## config.mk

```make
export PLATFORM = sky130hd
export DESIGN_NAME = swd_xfer_ctl
export DESIGN_NICKNAME = d
export VERILOG_FILES = /design/src/rtl/swd_xfer_ctl.sv
export SDC_FILE = /design/constraint.sdc
export NUM_CORES = 1
export LEC_CHECK = 0
export BUFFER_PORTS_ARGS = -buffer_cell sky130_fd_sc_hd__buf_2
export CAP_MARGIN = 20
export CORE_MARGIN = 2
export CORE_UTILIZATION = 25
export CTS_CLUSTER_DIAMETER = 30
export DETAILED_ROUTE_END_ITERATION = 8
export GPL_ROUTABILITY_DRIVEN = 0
export SLEW_MARGIN = 20
export SYNTH_ARGS = -nofsm -noshare
export SYNTH_HDL_FRONTEND = slang
export SYNTH_SLANG_ARGS = --single-unit
```

## constraint.sdc

```tcl
create_clock -name clk -period 3.2 [get_ports clk]
set_input_delay 0.48 -clock clk [delete_from_list [all_inputs] [get_ports clk]]
set_output_delay 0.48 -clock clk [all_outputs]
set_load 0.05 [all_outputs]
```

## src/rtl/swd_xfer_ctl.sv

```systemverilog
// swd_xfer_ctl: sequences one SWD transfer at a time into the bit engine.
// It retries automatically on a WAIT ack up to wait_retry times, and returns
// one response per command. After a FAULT (or a malformed ack) the fault flag
// stays set, and later commands are flushed without reaching the engine until
// clr_fault is pulsed.
//
// Ports
//   clk, rst        system clock, asynchronous active-high reset
//   wait_retry      maximum number of re-issues after a WAIT ack (sampled live)
//   clr_fault       single-cycle pulse that clears the sticky fault
//   cmd_*           command valid/ready channel (addr32, rnw, apndp, wdata)
//   rsp_*           response valid/ready channel (ack, rdata, perr, flushed, retries)
//   fault           sticky FAULT flag
//   go/addr32/rnw/apndp/dwrite   requests to the engine
//   idle/ack/dread/perr          status returned by the engine
//
// state   | meaning
// S_IDLE  | ready for a command
// S_ISSUE | go held high until the engine drops idle
// S_BUSY  | engine running, waiting for idle to return
// S_CAPT  | sample the engine result, then retry or respond
// S_RESP  | response held until rsp_ready
module swd_xfer_ctl #(
  parameter int RETRY_W = 16
) (
  input  logic               clk,
  input  logic               rst,
  input  logic [RETRY_W-1:0] wait_retry,
  input  logic               clr_fault,
  input  logic               cmd_valid,
  output logic               cmd_ready,
  input  logic [1:0]         cmd_addr32,
  input  logic               cmd_rnw,
  input  logic               cmd_apndp,
  input  logic [31:0]        cmd_wdata,
  output logic               rsp_valid,
  input  logic               rsp_ready,
  output logic [2:0]         rsp_ack,
  output logic [31:0]        rsp_rdata,
  output logic               rsp_perr,
  output logic               rsp_flushed,
  output logic [RETRY_W-1:0] rsp_retries,
  output logic               fault,
  output logic               go,
  output logic [1:0]         addr32,
  output logic               rnw,
  output logic               apndp,
  output logic [31:0]        dwrite,
  input  logic               idle,
  input  logic [2:0]         ack,
  input  logic [31:0]        dread,
  input  logic               perr
);

  localparam logic [2:0] ACK_OK    = 3'b001;
  localparam logic [2:0] ACK_WAIT  = 3'b010;
  localparam logic [2:0] ACK_FAULT = 3'b100;

  typedef enum logic [2:0] {
    S_IDLE  = 3'd0,
    S_ISSUE = 3'd1,
    S_BUSY  = 3'd2,
    S_CAPT  = 3'd3,
    S_RESP  = 3'd4
  } state_t;

  state_t               state_q, state_d;
  logic [RETRY_W-1:0]   cnt_q, cnt_d;
  logic                 fault_q, fault_d;
  logic                 fault_set;
  logic [1:0]           addr_q, addr_d;
  logic                 rnw_q, rnw_d;
  logic                 apndp_q, apndp_d;
  logic [31:0]          wdata_q, wdata_d;
  logic [2:0]           rack_q, rack_d;
  logic [31:0]          rdata_q, rdata_d;
  logic                 rperr_q, rperr_d;
  logic                 rflush_q, rflush_d;
  logic [RETRY_W-1:0]   rret_q, rret_d;

  always_ff @(posedge clk or posedge rst) begin
    if (rst) begin
      state_q  <= S_IDLE;
      cnt_q    <= '0;
      fault_q  <= 1'b0;
      addr_q   <= '0;
      rnw_q    <= 1'b0;
      apndp_q  <= 1'b0;
      wdata_q  <= '0;
      rack_q   <= '0;
      rdata_q  <= '0;
      rperr_q  <= 1'b0;
      rflush_q <= 1'b0;
      rret_q   <= '0;
    end else begin
      state_q  <= state_d;
      cnt_q    <= cnt_d;
      fault_q  <= fault_d;
      addr_q   <= addr_d;
      rnw_q    <= rnw_d;
      apndp_q  <= apndp_d;
      wdata_q  <= wdata_d;
      rack_q   <= rack_d;
      rdata_q  <= rdata_d;
      rperr_q  <= rperr_d;
      rflush_q <= rflush_d;
      rret_q   <= rret_d;
    end
  end

  always_comb begin
    state_d   = state_q;
    cnt_d     = cnt_q;
    fault_set = 1'b0;
    addr_d    = addr_q;
    rnw_d     = rnw_q;
    apndp_d   = apndp_q;
    wdata_d   = wdata_q;
    rack_d    = rack_q;
    rdata_d   = rdata_q;
    rperr_d   = rperr_q;
    rflush_d  = rflush_q;
    rret_d    = rret_q;

    case (state_q)
      S_IDLE: begin
        if (cmd_valid) begin
          // Decided on the pre-clear fault value even if clr_fault is high now.
          if (fault_q) begin
            rack_d   = ACK_FAULT;
            rdata_d  = '0;
            rperr_d  = 1'b0;
            rflush_d = 1'b1;
            rret_d   = '0;
            state_d  = S_RESP;
          end else begin
            addr_d  = cmd_addr32;
            rnw_d   = cmd_rnw;
            apndp_d = cmd_apndp;
            wdata_d = cmd_wdata;
            cnt_d   = '0;
            state_d = S_ISSUE;
          end
        end
      end
      S_ISSUE: if (!idle) state_d = S_BUSY;
      S_BUSY:  if (idle)  state_d = S_CAPT;
      S_CAPT: begin
        rflush_d = 1'b0;
        rret_d   = cnt_q;
        rdata_d  = '0;
        rperr_d  = 1'b0;
        rack_d   = ack;
        state_d  = S_RESP;
        if (ack == ACK_WAIT) begin
          // Strict compare: the counter stops at the limit and never wraps.
          if (cnt_q < wait_retry) begin
            cnt_d   = cnt_q + 1'b1;
            state_d = S_ISSUE;
          end
        end else if (ack == ACK_OK) begin
          rdata_d = rnw_q ? dread : 32'h0;
          rperr_d = rnw_q & perr;
        end else begin
          fault_set = 1'b1;
        end
      end
      S_RESP:  if (rsp_ready) state_d = S_IDLE;
      default: state_d = S_IDLE;
    endcase

    // A fault raised in S_CAPT beats a coincident clear.
    if (fault_set)      fault_d = 1'b1;
    else if (clr_fault) fault_d = 1'b0;
    else                fault_d = fault_q;
  end

  // Gated by rst so that ready drops in the same cycle reset asserts.
  assign cmd_ready   = (state_q == S_IDLE) && !rst;
  assign rsp_valid   = (state_q == S_RESP);
  assign go          = (state_q == S_ISSUE);
  assign fault       = fault_q;
  assign addr32      = addr_q;
  assign rnw         = rnw_q;
  assign apndp       = apndp_q;
  assign dwrite      = wdata_q;
  assign rsp_ack     = rack_q;
  assign rsp_rdata   = rdata_q;
  assign rsp_perr    = rperr_q;
  assign rsp_flushed = rflush_q;
  assign rsp_retries = rret_q;

endmodule

```

==> results.md <==
Floorplan:
- From left edge to right edge, the die measures roughly 140 um.
- The initial utilization of the core area, before any placement, comes to 25.6%.
- The die is 143 um tall.
- The initialized floorplan defines 50 standard-cell rows.
- The region available for standard cell placement spans 18800 um2.
- The number of primary I/O pins is around 190.
- The floorplan step defined a die boundary enclosing 20400 um2.

Synthesis:
- The number of nets in the synthesized netlist is between 500 and 600.
- The main flop type after synthesis is dfrtp_1.
- In this run the cell area of the synthesized design comes to about 4800 um2.
- The sequential-to-total area share from yosys stat is 56.7%.
- For this run, asynchronously set or reset flops after synthesis account for 100%.
- Synthesis inferred between 100 and 150 register bits.
- The synthesized instance count is 391.
- The number of distinct standard cells referenced by the synthesized netlist is 45.
- In this run the mean area of a mapped cell was 12.3 um2.
- Yosys mapped a number of flops with a built-in enable equal to 0.
- During synthesis, Yosys emitted a total of 0 warnings.

Timing:
- The total setup violations reported at the end of the flow is 0.
- The final hold slack is 0.279 ns.
- The minimum setup slack in the final design is 0.754 ns.
- After layout, the minimum clock period comes to 2.45 ns.
- Setup repair after global routing left no endpoint under its margin.
- Measured against its own limit, the worst slew margin works out to 38.6%.
- The number of hold-slack violations in the final timing report is 0.
- The final-layout setup total negative slack is 0 ns.
- For the pin with the worst max-slew slack, the measured transition is between 0.9 and 1 ns.
- The count of pins over their slew limit is 0.
- The setup skew after layout is 0.0140 ns.
- Derived from the worst setup path, the maximum achievable clock frequency is 0.409 GHz.
- The post-route clock period utilization is 76.4%.

Worst setup path:
- The element type at the critical path end is a flip-flop.
- Measured in cells, the most critical reg-to-reg path has a length of 7.
- The endpoint of the lowest-slack register-to-register path is cnt_q[9]$_DFFE_PP0P_.
- The kind of critical path is reg -> reg.
- The startpoint of the worst register-to-register path is cnt_q[13]$_DFFE_PP0P_.
- Along the worst path, the maximum fanout reaches 13.
- Setup slack on the worst reg-to-reg path comes out at 0.75 ns.
- At the worst endpoint, the required time is 3.44 ns.
- The worst setup path is launched from a flip-flop.
- Data on the critical path arrives at its endpoint at 2.68 ns.

Drt:
- The overall via count from detail_route is 3743.
- The remaining design rule violation count is 0.
- The first-pass iteration count of the detailed router is 4.
- For this block, the routed nets add up to 12500 um of wire.
- The antenna violation net count after detailed routing is 0.
- In this run, the number of DRC markers left after iteration 0 of detailed routing was about 140.
- The final routed wire length divided by cell count is 15.3 um.
- The via density per instance is 4.59.

Status:
- The run finished with clean final reports.

Global routing:
- The first-pass GRT wire length is 20100 um.
- The number of global-route vias before repair is 3887.
- Entering global routing, the biggest net connects 69 pins.
- The global-route usage over all layers is around 13%.
- The number of antenna violations at the first check in global routing is 1.
- The total overflow left after global routing is 0.

CTS:
- The largest buffer count on any clock path is 2.
- The number of buffers added to fix hold violations after cts is 0.
- The H-tree depth reported by CTS is 3.
- The total setup buffers inserted after CTS is 0.
- The number of buffers added by the clock tree synthesis step is 9.
- The CTS tree is built.
- The tree built by TritonCTS fans out to 109 sinks.
- Clock tree synthesis selected as its root buffer the cell clkbuf_16.
- Clock-pin slew was measured on the worst setup and hold paths at 0.07 ns.
- Post-CTS repair changed the size of 0 cells.
- The latest clock arrival within the worst-skew pair is roughly 0.35 ns.

Cells and area:
- The area growth from synthesis to layout is 31.6%.
- Leaving out filler cells and counting taps, the final layout contains roughly 800.
- The finished cells cover 6330 um2.
- Of the cells placed in the final design, the portion with a size suffix greater than 1 is 46.2%.
- The net count of the finished layout is 685.
- Once layout is complete, the utilization of the core stands at 33.8%.

Placement:
- After detailed placement, the total cell area comes to 6000 um2.
- The total of buffers placed on input and output ports is between 150 and 200.
- In this run, placement finished with an instance count of 798.
- Detailed placement ended at an HPWL of 9070 um.
- The post-place setup slack is 0.636 ns.

Power and ir drop:
- The largest vdd supply drop is approximately 570 uV.
- Power comes to a little under 6 mW.
- For this design the ratio of total power to cell area is between 900 and 1000 nW/um2.
- Summed over all cells, the static leakage comes to 3.29 nW.

Min path:
- The path class of the tightest hold or removal check is in -> async.

Flow run:
- The tool flagged a number of max-cap violations equal to 0.
==> worst max path at each step <==
stage	from	to	slack, ns	depth (start not counted)
4_1_cts	cnt_q[13]$_DFFE_PP0P_	cnt_q[9]$_DFFE_PP0P_	0.73	7
3_5_place_dp	wait_retry[15]	cnt_q[9]$_DFFE_PP0P_	0.64	9
2_1_floorplan	state_q[0]$_DFFE_PP0P_	cmd_ready	0.58	2
3_3_place_gp	wait_retry[15]	cnt_q[9]$_DFFE_PP0P_	0.68	9
6_report	cnt_q[13]$_DFFE_PP0P_	cnt_q[9]$_DFFE_PP0P_	0.75	7
5_1_grt	cnt_q[13]$_DFFE_PP0P_	cnt_q[9]$_DFFE_PP0P_	0.63	7
==> power by group <==
part           internal, mW  switching (mW)  total (mW)  leakage (nW)
combinational         0.743            1.93        2.68          1.71
sequential             1.75           0.235        1.98          1.43
clock                 0.714           0.532        1.25         0.159
total                  3.21            2.70        5.91          3.29
==> worst max-delay path: stages (launching register included) <==
cell and delay, ns:
dfrtp_1 0.48, ha_1 0.34, nand4_1 0.17, a211o_1 0.26
o32a_2 0.42, nand3b_2 0.26, nor3_1 0.09, a221o_2 0.30
==> cells by family (layout without fill, tap and decap cells) <==
logic type,count (synthesis),in the layout,share of synthesized area (%)
DFF,109,109,56.7
AOI/OAI and AO/OA,98,98,16.7
and+or+nand+nor,85,85,9.46
buffers and inverters,43,232,3.77
muxes,39,39,9.07
adders and majority gates,16,16,4.16
xor gates and xnor gates,1,1,0.182
other,0,1,0
==> flip-flops by register name, summed over array words and instances, names as in the netlist <==
register     cells
addr32           2
apndp            1
cnt_q           16
dwrite          32
fault            1
rnw              1
rsp_ack          3
rsp_flushed      1
rsp_perr         1
rsp_rdata       32
rsp_retries     16
state_q          3
==> layer usage <==
| layer | routed length [um] | vias to the layer above | track usage, % |
|---|---|---|---|
| li1 | - | 1801 | - |
| met1 | 5490 | 1803 | 15.9 |
| met2 | 5860 | 120 | 20.2 |
| met3 | 829 | 19 | 3.62 |
| met4 | 319 | 0 | 5.94 |
| met5 | 0 | - | 0 |
==> synth_stat cells, types with 5 or more instances <==
cell type  number  area (um2)
dfrtp_1       109        2730
a22o_1         48         420
mux2_2         37         417
inv_1          24        90.1
nand2_1        24        90.1
ha_1           16         200
o21ai_0        16        80.1
nor2_1         14        52.6
clkbuf_1       12        45.0
nor3_1         11        55.1
nand3_1        10        50.1
a21oi_1         7        35.0
o22a_2          7        70.1
nand4_1         5        31.3
==> cell usage in the layout (no fill, tap or decap), types with 2 or more instances in the layout <==
cell type     n
buf_2       186
dfrtp_1     109
a22o_1       48
mux2_2       37
inv_1        23
nand2_1      23
o21ai_0      16
ha_1         16
nor2_1       13
nor3_1       11
nand3_1      10
clkbuf_16     9
a21oi_1       7
o22a_2        7
buf_4         6
nand4_1       5
a211o_1       4
and3_1        4
and2_1        3
nor2b_1       2
a21o_1        2
nor4_1        2
a221o_2       2
a31oi_1       2
mux2i_1       2
or4_1         2
o211ai_1      2
clkinvlp_4    2
bufinv_16     2
clkinv_4      2
==> layout make-up <==
| class | count | area (um2) |
|---|---|---|
| fillers | 1895 | 12400 |
| inverters | 24 | 93.8 |
| multi-input cells | 239 | 1910 |
| clock buffers | 10 | 239 |
| diodes | 1 | 2.50 |
| clock inverters | 6 | 93.8 |
| flip-flops and latches | 109 | 2730 |
| well taps | 234 | 293 |
| repair buffers | 192 | 976 |
No activity file was read; power rests on OpenSTA's default activity.
